[config.mk]
export PLATFORM = sky130hd
export DESIGN_NAME = mem_arbiter
export DESIGN_NICKNAME = d
export VERILOG_FILES = /design/src/rtl/mem_arb_pkg.sv /design/src/rtl/timeout_counter.sv /design/src/rtl/mem_arbiter.sv
export SDC_FILE = /design/constraint.sdc
export NUM_CORES = 1
export LEC_CHECK = 0
export CORE_ASPECT_RATIO = 0.75
export CORE_UTILIZATION = 38
export CTS_BUF_LIST = sky130_fd_sc_hd__clkbuf_16
export DETAILED_ROUTE_END_ITERATION = 7
export GPL_TIMING_DRIVEN = 0
export PLACE_DENSITY = 0.75
export SETUP_SLACK_MARGIN = 0.2
export SYNTH_ARGS = -nofsm -noshare
export SYNTH_HDL_FRONTEND = slang
export SYNTH_SLANG_ARGS = --single-unit
[constraint.sdc]
create_clock -name clk -period 1.5 [get_ports clk]
set_input_delay 0.45 -clock clk [delete_from_list [all_inputs] [get_ports clk]]
set_output_delay 0.45 -clock clk [all_outputs]
set_load 0.005 [all_outputs]
[src/rtl/mem_arb_pkg.sv]
// Shared definitions for the unified-memory arbiter: FSM state encoding and defaults.
package mem_arb_pkg;

  typedef enum logic [1:0] {
    IDLE  = 2'd0,
    DBUSY = 2'd1,
    IBUSY = 2'd2
  } state_t;

  localparam int TIMEOUT_DEFAULT = 15;
  localparam int CW_DEFAULT      = 4;

endpackage

[src/rtl/timeout_counter.sv]
// Busy-cycle counter for the arbiter; flags the last cycle allowed before an abort.
module timeout_counter #(
  parameter int TIMEOUT = 15,
  parameter int CW      = 4
) (
  input  logic clk,
  input  logic reset,
  input  logic clear,
  input  logic enable,
  output logic terminal
);

  localparam logic [CW-1:0] LAST = CW'(TIMEOUT - 1);

  logic [CW-1:0] count;

  // Count waited cycles; clear has priority so each new access starts from zero.
  always_ff @(posedge clk or negedge reset) begin
    if (!reset) begin
      count <= '0;
    end else if (clear) begin
      count <= '0;
    end else if (enable) begin
      count <= count + CW'(1);
    end
  end

  assign terminal = (count == LAST);

endmodule

[src/rtl/mem_arbiter.sv]
// Arbiter sharing one single-port memory between fetch and data ports.
// Data requests win ties because they belong to the older instruction.
module mem_arbiter
  import mem_arb_pkg::*;
#(
  parameter int WIDTH   = 32,
  parameter int TIMEOUT = TIMEOUT_DEFAULT,
  parameter int CW      = CW_DEFAULT
) (
  input  logic             clk,
  input  logic             reset,
  input  logic             i_req,
  input  logic [WIDTH-1:0] i_addr,
  output logic [WIDTH-1:0] i_rdata,
  output logic             i_done,
  input  logic             d_req,
  input  logic             d_we,
  input  logic [WIDTH-1:0] d_addr,
  input  logic [WIDTH-1:0] d_wdata,
  output logic [WIDTH-1:0] d_rdata,
  output logic             d_done,
  output logic             stall_f,
  output logic             stall_m,
  output logic             mem_req,
  output logic             mem_we,
  output logic [WIDTH-1:0] mem_addr,
  output logic [WIDTH-1:0] mem_wdata,
  input  logic [WIDTH-1:0] mem_rdata,
  input  logic             mem_ready,
  output logic             err
);

  state_t state;
  logic   busy;
  logic   timed_out;

  assign busy = (state != IDLE);

  timeout_counter #(
    .TIMEOUT(TIMEOUT),
    .CW     (CW)
  ) u_timeout (
    .clk     (clk),
    .reset   (reset),
    .clear   (!busy),
    .enable  (busy && !mem_ready),
    .terminal(timed_out)
  );

  // Hold each requester until its completion pulse arrives.
  assign stall_f = i_req & ~i_done;
  assign stall_m = d_req & ~d_done;

  // Arbiter FSM: issue one access, wait for ready or timeout, then report completion.
  always_ff @(posedge clk or negedge reset) begin
    if (!reset) begin
      state     <= IDLE;
      mem_req   <= 1'b0;
      mem_we    <= 1'b0;
      mem_addr  <= '0;
      mem_wdata <= '0;
      i_done    <= 1'b0;
      d_done    <= 1'b0;
      i_rdata   <= '0;
      d_rdata   <= '0;
      err       <= 1'b0;
    end else begin
      i_done <= 1'b0;
      d_done <= 1'b0;
      case (state)
        IDLE: begin
          if (d_req && !d_done) begin
            state     <= DBUSY;
            mem_req   <= 1'b1;
            mem_we    <= d_we;
            mem_addr  <= d_addr;
            mem_wdata <= d_wdata;
          end else if (i_req && !i_done) begin
            state    <= IBUSY;
            mem_req  <= 1'b1;
            mem_we   <= 1'b0;
            mem_addr <= i_addr;
          end
        end
        DBUSY: begin
          if (mem_ready) begin
            state   <= IDLE;
            mem_req <= 1'b0;
            mem_we  <= 1'b0;
            d_done  <= 1'b1;
            if (!mem_we) begin
              d_rdata <= mem_rdata;
            end
          end else if (timed_out) begin
            state   <= IDLE;
            mem_req <= 1'b0;
            mem_we  <= 1'b0;
            d_done  <= 1'b1;
            d_rdata <= '0;
            err     <= 1'b1;
          end
        end
        IBUSY: begin
          if (mem_ready) begin
            state   <= IDLE;
            mem_req <= 1'b0;
            mem_we  <= 1'b0;
            i_done  <= 1'b1;
            i_rdata <= mem_rdata;
          end else if (timed_out) begin
            state   <= IDLE;
            mem_req <= 1'b0;
            mem_we  <= 1'b0;
            i_done  <= 1'b1;
            i_rdata <= '0;
            err     <= 1'b1;
          end
        end
        default: begin
          state   <= IDLE;
          mem_req <= 1'b0;
          mem_we  <= 1'b0;
        end
      endcase
    end
  end

endmodule

==> impl_metrics.env, run 1 <==
export IMPL_origin_of_the_critical_flop_to_flop_path="d_done"
export IMPL_crit_path_max_fanout=8
export IMPL_globalRouteTotalUtil_pct=21.8
export IMPL_clk_insertion_delay_late_ns=0.41
export IMPL_register_bit_total_from_synthesis=139
export IMPL_cell_by_cell_trace_of_the_critical_path="nand2b_4 -> buf_12 -> clkinv_8 -> buf_6 -> buf_6 -> nand2_8 -> buf_6 -> buf_16 -> mux2_2"
export IMPL_die_footprint_mm2=0.0161
export IMPL_cts_tree="yes"
export IMPL_min_delay_path_class="in2async"
export IMPL_critical_path_max_stage_delay_ns=0.34
export IMPL_total_leakage_power_uw=0.00521
export IMPL_critPathKind="reg2reg"
export IMPL_preCtsSetupSlack_ns=-0.749
export IMPL_cts_buffers=17
export IMPL_drtPass1Iterations=4
export IMPL_final_nets=935
export IMPL_worst_path_dominant_cell_family="buffers and inverters"
export IMPL_n_antenna_cell=0
export IMPL_relSlewSlack_pct=57.8
export IMPL_grt_remaining_overflow=0
export IMPL_ys_warnings_count=0
export IMPL_final_period_minus_worst_setup_slack_ns=1.65
export IMPL_clock_root_buffer="sky130_fd_sc_hd__clkbuf_16"
export IMPL_synth_enable_flop_cells=0
export IMPL_postRouteWirelength_um=17900
export IMPL_synthesis_area_mm2=0.00591
export IMPL_clockBufferDepth=2
export IMPL_core_area_mm2=0.0152
export IMPL_worstSetupStartpointType="flop"
export IMPL_slew_of_the_pin_with_the_lowest_slew_margin_ns=0.632
export IMPL_die_x_um=146
export IMPL_start_util_pct=38.8
export IMPL_dieHeight_um=110
export IMPL_grt_pass1_vias=5086
export IMPL_critPathLaunch="d_done"
export IMPL_hold_ws_ns=0.0256
export IMPL_ir_drop_uv=1160
export IMPL_clock_skew_ns=0.00592
export IMPL_fin_util_pct=68.5
export IMPL_cell_repeated_most_along_the_worst_path="sky130_fd_sc_hd__buf_6"
export IMPL_avg_vias_per_cell=4.83
export IMPL_num_vias=4896
export IMPL_yosysSeqAreaShare_pct=58.9
export IMPL_drt_iter0_drc=140
export IMPL_finalCritPeriodShare_pct=110
export IMPL_timing_critical_path_to_type="flop"
export IMPL_max_cap_viol_count=0
export IMPL_clk_pin_slew_ns=0.06
export IMPL_crit_slowest_cell="sky130_fd_sc_hd__dfrtp_1"
export IMPL_synth_cells=376
export IMPL_row_count=39
export IMPL_pwr_density_cell_mw_per_mm2=2000
export IMPL_cts_htree_levels=4
export IMPL_grt_max_degree=73
export IMPL_drv_slew=0
export IMPL_syn_num_nets=515
export IMPL_hpwl_um=11400
export IMPL_arrival_time_of_the_worst_setup_path_ns=1.94
export IMPL_cts_num_sinks=139
export IMPL_ys_async_sr_fraction_pct=100
export IMPL_synth_flop_cell="sky130_fd_sc_hd__dfrtp_1"
export IMPL_path_buf_inv=6
export IMPL_run_status="complete, but fails checks"
export IMPL_final_hold_viol_count=0
export IMPL_worst_endpoint_required_ns=1.80
export IMPL_routedWlPerCell_um=17.7
export IMPL_grt_setup_unrepaired="true"
export IMPL_p_total_uw=20900
export IMPL_num_io_pins=269
export IMPL_final_setup_worst_slack_ns=-0.146
export IMPL_place_inst=850
export IMPL_instances_no_fill=1014
export IMPL_numPortBuffers=268
export IMPL_synth_distinct_cells=37
export IMPL_setup_viol=129
export IMPL_detail_route_drc_violations=0
export IMPL_failed_checks="negative setup slack"
export IMPL_grt_first_pass_wirelength_um=26800
export IMPL_ctsHoldBuffers=0
export IMPL_achievable_frequency_mhz=607
export IMPL_ant_nets=0
export IMPL_syn_avg_cell_area_um2=15.7
export IMPL_grt_antenna_before_repair=0
export IMPL_finalWeightedCongestion=0.787
export IMPL_drive_above_1_share_pct=55.4
export IMPL_area_delta_synth_final_pct=76.5
[registers in the layout, summed over array words and instances (netlist names), 2 cells and up]
signal and count:
state 2, mem_wdata 32, d_rdata 32, i_rdata 32
u_timeout.count 4, mem_addr 32
[metal layers]
metal	vias up	share of wire (%)	global-route usage, %
met5	-	0	0
met4	0	1.4	7.07
met3	18	7.6	6.91
met2	205	50	38.5
met1	2446	41	25.6
li1	2227	-	-
[synth_stat cells, drive strengths merged (2+ instances only)]
master	instances	share of area (%)
nor2b	3	0.32
nand2	2	0.17
a21oi	2	0.17
xor2	2	0.30
mux2	96	22
inv	6	0.38
dfrtp	139	59
nand3	3	0.25
clkbuf	4	0.25
buf	22	3.6
a22oi	3	0.38
a22o	64	9.5
nand2b	3	0.44
ha	5	1.1
nor2	7	0.44
o21ai	3	0.32
[cell families after synthesis]
family | Yosys count | synth area share [%]
DFF | 139 | 58.9
muxes | 96 | 21.7
AOI/OAI and AO/OA | 78 | 11.3
buffers and inverters | 32 | 4.28
and+or+nand+nor | 23 | 2.27
adders and majority gates | 5 | 1.06
xor gates and xnor gates | 3 | 0.445
[path summary, 6_finish.rpt]
path	endpoint	slack, ns	cells past startpoint
setup / recovery	mem_wdata[25]	-0.15	9
hold / removal	i_rdata[9]	0.03	1
setup reg to reg	mem_wdata[25]	-0.15	9
hold reg to reg	d_rdata[12]	0.50	1
max in group asynchronous	u_timeout.count[0]	0.70	2
min in group clk	d_rdata[12]	0.50	1
[timing repair]
action / CTS / global route
gates cloned: 10 / 0
pin swaps: 8 / 9
endpoints found under the setup margin: 268 / 270
gates resized for setup: 599 / 33
hold endpoints to repair: 0 / 0
buffers inserted: 79 / 43
[area by class of cell]
class	instances	area, um2
well taps	205	256
multi-input cells	205	2380
clock buffers	17	425
inverters	6	37.5
clock inverters	15	189
repair buffers	401	3310
plain buffers	26	350
fillers	1090	4800
flip-flops and latches	139	3480
[metrics by stage]
stage,setup TNS [ns],area [um2]
final,-11.05,10400
after detailed placement,-69.17,8990
after global placement,-808.84,8960
after CTS,-9.90,9980
after global routing,-17.12,10400
after floorplan,0,6020
[placed cells by master (no fill, tap or decap), types with 2 or more instances in the layout]
| cell | count |
|---|---|
| sky130_fd_sc_hd__dfrtp_1 | 138 |
| sky130_fd_sc_hd__clkdlybuf4s50_1 | 130 |
| sky130_fd_sc_hd__buf_2 | 130 |
| sky130_fd_sc_hd__buf_4 | 105 |
| sky130_fd_sc_hd__mux2_4 | 78 |
| sky130_fd_sc_hd__a22o_1 | 64 |
| sky130_fd_sc_hd__buf_6 | 25 |
| sky130_fd_sc_hd__mux2_2 | 18 |
| sky130_fd_sc_hd__clkbuf_16 | 17 |
| sky130_fd_sc_hd__buf_8 | 16 |
| sky130_fd_sc_hd__buf_12 | 9 |
| sky130_fd_sc_hd__buf_16 | 6 |
| sky130_fd_sc_hd__nor2_1 | 5 |
| sky130_fd_sc_hd__clkinv_4 | 5 |
| sky130_fd_sc_hd__inv_2 | 3 |
| sky130_fd_sc_hd__nand3_1 | 3 |
| sky130_fd_sc_hd__ha_2 | 3 |
| sky130_fd_sc_hd__bufinv_16 | 3 |
| sky130_fd_sc_hd__inv_6 | 3 |
| sky130_fd_sc_hd__nand2b_4 | 2 |
| sky130_fd_sc_hd__o21ai_4 | 2 |
| sky130_fd_sc_hd__nor2_4 | 2 |
| sky130_fd_sc_hd__nor2b_1 | 2 |
| sky130_fd_sc_hd__clkbuf_4 | 2 |
| sky130_fd_sc_hd__xor2_1 | 2 |
| sky130_fd_sc_hd__a22oi_2 | 2 |
| sky130_fd_sc_hd__clkinv_2 | 2 |
| sky130_fd_sc_hd__dlygate4sd2_1 | 2 |
[report_power, final]
| part | leakage, uW | internal [uW] | switching, uW |
|---|---|---|---|
| sequential | 0.00170 | 5520 | 911 |
| combinational | 0.00322 | 6530 | 3550 |
| clock | 0.000300 | 2650 | 1710 |
| total | 0.00521 | 14700 | 6180 |
No activity file was read; power rests on OpenSTA's default activity.
==> inputs of run 2 (changes only) <==
REMOVE_ABC_BUFFERS = 1   (was unset)
==> run 2 against run 1 <==
The run still ends with negative setup slack left; via count is 1.4% higher; worst setup slack better by 0.016 ns; maximum frequency is 0.96% higher; clock power is 5.7% higher; final area is 0.36% higher; critical path type unchanged; largest cell class is now flip-flops and latches.
==> impl_metrics.env, run 2 (same netlist as run 1, synthesis figures left out) <==
export IMPL_relSlewSlack_pct=60.3
export IMPL_clk_pin_slew_ns=0.06
export IMPL_routedWlPerCell_um=20.2
export IMPL_achievable_frequency_mhz=613
export IMPL_final_nets=915
export IMPL_finalCritPeriodShare_pct=109
export IMPL_clk_insertion_delay_late_ns=0.42
export IMPL_drv_slew=0
export IMPL_critPathKind="reg2reg"
export IMPL_total_leakage_power_uw=0.00519
export IMPL_setup_viol=100
export IMPL_cts_num_sinks=139
export IMPL_layout_cells_most_common_list="sky130_fd_sc_hd__dfrtp_1, sky130_fd_sc_hd__buf_2, sky130_fd_sc_hd__clkdlybuf4s50_1"
export IMPL_start_util_pct=38.8
export IMPL_globalRouteTotalUtil_pct=24.0
export IMPL_netSwitchingPower_uw=6390
export IMPL_pwr_density_cell_mw_per_mm2=2040
export IMPL_core_area_mm2=0.0152
export IMPL_crit_path_max_fanout=8
export IMPL_worstSetupStartpointType="flop"
export IMPL_clockPowerShare_pct=21.6
export IMPL_ant_nets=0
export IMPL_net_sw_share_pct=29.9
export IMPL_finalWeightedCongestion=0.861
export IMPL_reg2regPathDepth=6
export IMPL_detail_route_drc_violations=0
export IMPL_grt_antenna_before_repair=0
export IMPL_final_hold_viol_count=0
export IMPL_grt_remaining_overflow=0
export IMPL_grt_pass1_vias=4978
export IMPL_clockBufferDepth=2
export IMPL_num_vias=4963
export IMPL_failed_checks="negative setup slack"
export IMPL_fin_util_pct=68.7
export IMPL_avg_vias_per_cell=4.99
export IMPL_timing_rr_end="mem_addr[25]"
export IMPL_area_delta_synth_final_pct=77.1
export IMPL_drt_iter0_drc=224
export IMPL_arrival_time_of_the_worst_setup_path_ns=1.93
export IMPL_cts_tree="yes"
export IMPL_worst_endpoint_required_ns=1.80
export IMPL_die_x_um=146
export IMPL_cts_buffers=17
export IMPL_row_count=39
export IMPL_die_footprint_mm2=0.0161
export IMPL_n_antenna_cell=0
export IMPL_mostFrequentLayoutCell="sky130_fd_sc_hd__dfrtp_1"
export IMPL_post_dp_cell_area_mm2=0.00868
export IMPL_drive_above_1_share_pct=54.4
export IMPL_final_period_minus_worst_setup_slack_ns=1.63
export IMPL_n_fill_cell=1050
export IMPL_comb_power_share_pct=48.2
export IMPL_grt_first_pass_wirelength_um=28700
export IMPL_slew_of_the_pin_with_the_lowest_slew_margin_ns=0.595
export IMPL_postRouteWirelength_um=20000
export IMPL_max_cap_viol_count=0
export IMPL_sequentialPowerShare_pct=30.2
export IMPL_run_status="complete, but fails checks"
export IMPL_finish_instance_area_mm2=0.0105
export IMPL_origin_of_the_critical_flop_to_flop_path="d_done"
export IMPL_grt_setup_unrepaired="true"
export IMPL_hpwl_um=10700
export IMPL_min_delay_path_class="in2async"
export IMPL_num_io_pins=269
export IMPL_drtPass1Iterations=4
export IMPL_cts_htree_levels=4
export IMPL_dieHeight_um=110
export IMPL_grt_max_degree=77
export IMPL_timing_critical_path_to_type="flop"
export IMPL_ctsHoldBuffers=0
export IMPL_ir_drop_uv=1230
export IMPL_clock_skew_ns=0.00779
export IMPL_ff2ff_setup_slack_ns=-0.13
export IMPL_clock_root_buffer="sky130_fd_sc_hd__clkbuf_16"
export IMPL_numPortBuffers=268
export IMPL_cell_internal_power_dissipation_uw=15000
export IMPL_final_setup_worst_slack_ns=-0.131
[run 2: final cells by class]
class	count	area [um2]	area share (%)
clock inverter	15	219	2.09
sequential	139	3480	33.3
inverter	6	25.0	0.239
multi-input combinational	214	2590	24.8
tap	205	256	2.45
timing repair buffer	398	3470	33.1
clock buffer	17	425	4.07
[run 2: timing repair]
item,CTS,global route
pin swaps,42,14
gates resized for setup,610,49
hold endpoints to repair,0,0
setup endpoints to repair,270,269
buffers inserted,81,40
gates cloned,12,4
[run 2: worst max-delay path, cell delays in order, from the launching register on]
cell and delay [ns]:
sky130_fd_sc_hd__dfrtp_1 0.39, sky130_fd_sc_hd__nand2b_4 0.17, sky130_fd_sc_hd__buf_8 0.16, sky130_fd_sc_hd__buf_6 0.12
sky130_fd_sc_hd__a21boi_4 0.20, sky130_fd_sc_hd__buf_12 0.17, sky130_fd_sc_hd__mux2_4 0.30
[run 2: layer usage]
layer	up-vias	track usage, %	share of wire [%]
li1	2214	-	-
met1	2495	29.7	41
met2	231	41.1	50
met3	23	6.75	7.4
met4	0	7.74	1.3
met5	-	0	0
[run 2: how the worst max path moves through the flow]
stage | end | depth (start not counted) | slack, ns | startpoint
final | mem_addr[25] | 6 | -0.13 | d_done
after global routing | mem_addr[25] | 6 | -0.18 | d_done
after CTS | mem_addr[12] | 6 | -0.11 | d_done
after detailed placement | mem_addr[0] | 4 | -1.69 | d_req
after global placement | mem_wdata[22] | 1 | -5.26 | reset
after floorplan | mem_addr[0] | 3 | -0.79 | d_done
[run 2: power groups by stage]
stage	Sequential (uW)	Clock, uW	Combinational (uW)
after global routing	6640	4890	10900
after CTS	6400	4700	8930
after floorplan	6590	0	3190
after detailed placement	6530	0	8060
final	6460	4610	10300
after global placement	6470	0	7890
[run 2: stage by stage]
step	cells	setup slack (ns)	TNS [ns]	hold slack [ns]	total power (uW)
after floorplan	350	-0.793	-73.36	0.154	9780
after global placement	823	-5.26	-932.26	0.444	14400
after detailed placement	825	-1.69	-169.69	0.449	14600
after CTS	950	-0.108	-7.03	0.0229	20000
after global routing	994	-0.181	-13.28	0.0591	22500
final	994	-0.131	-7.33	0.0145	21400
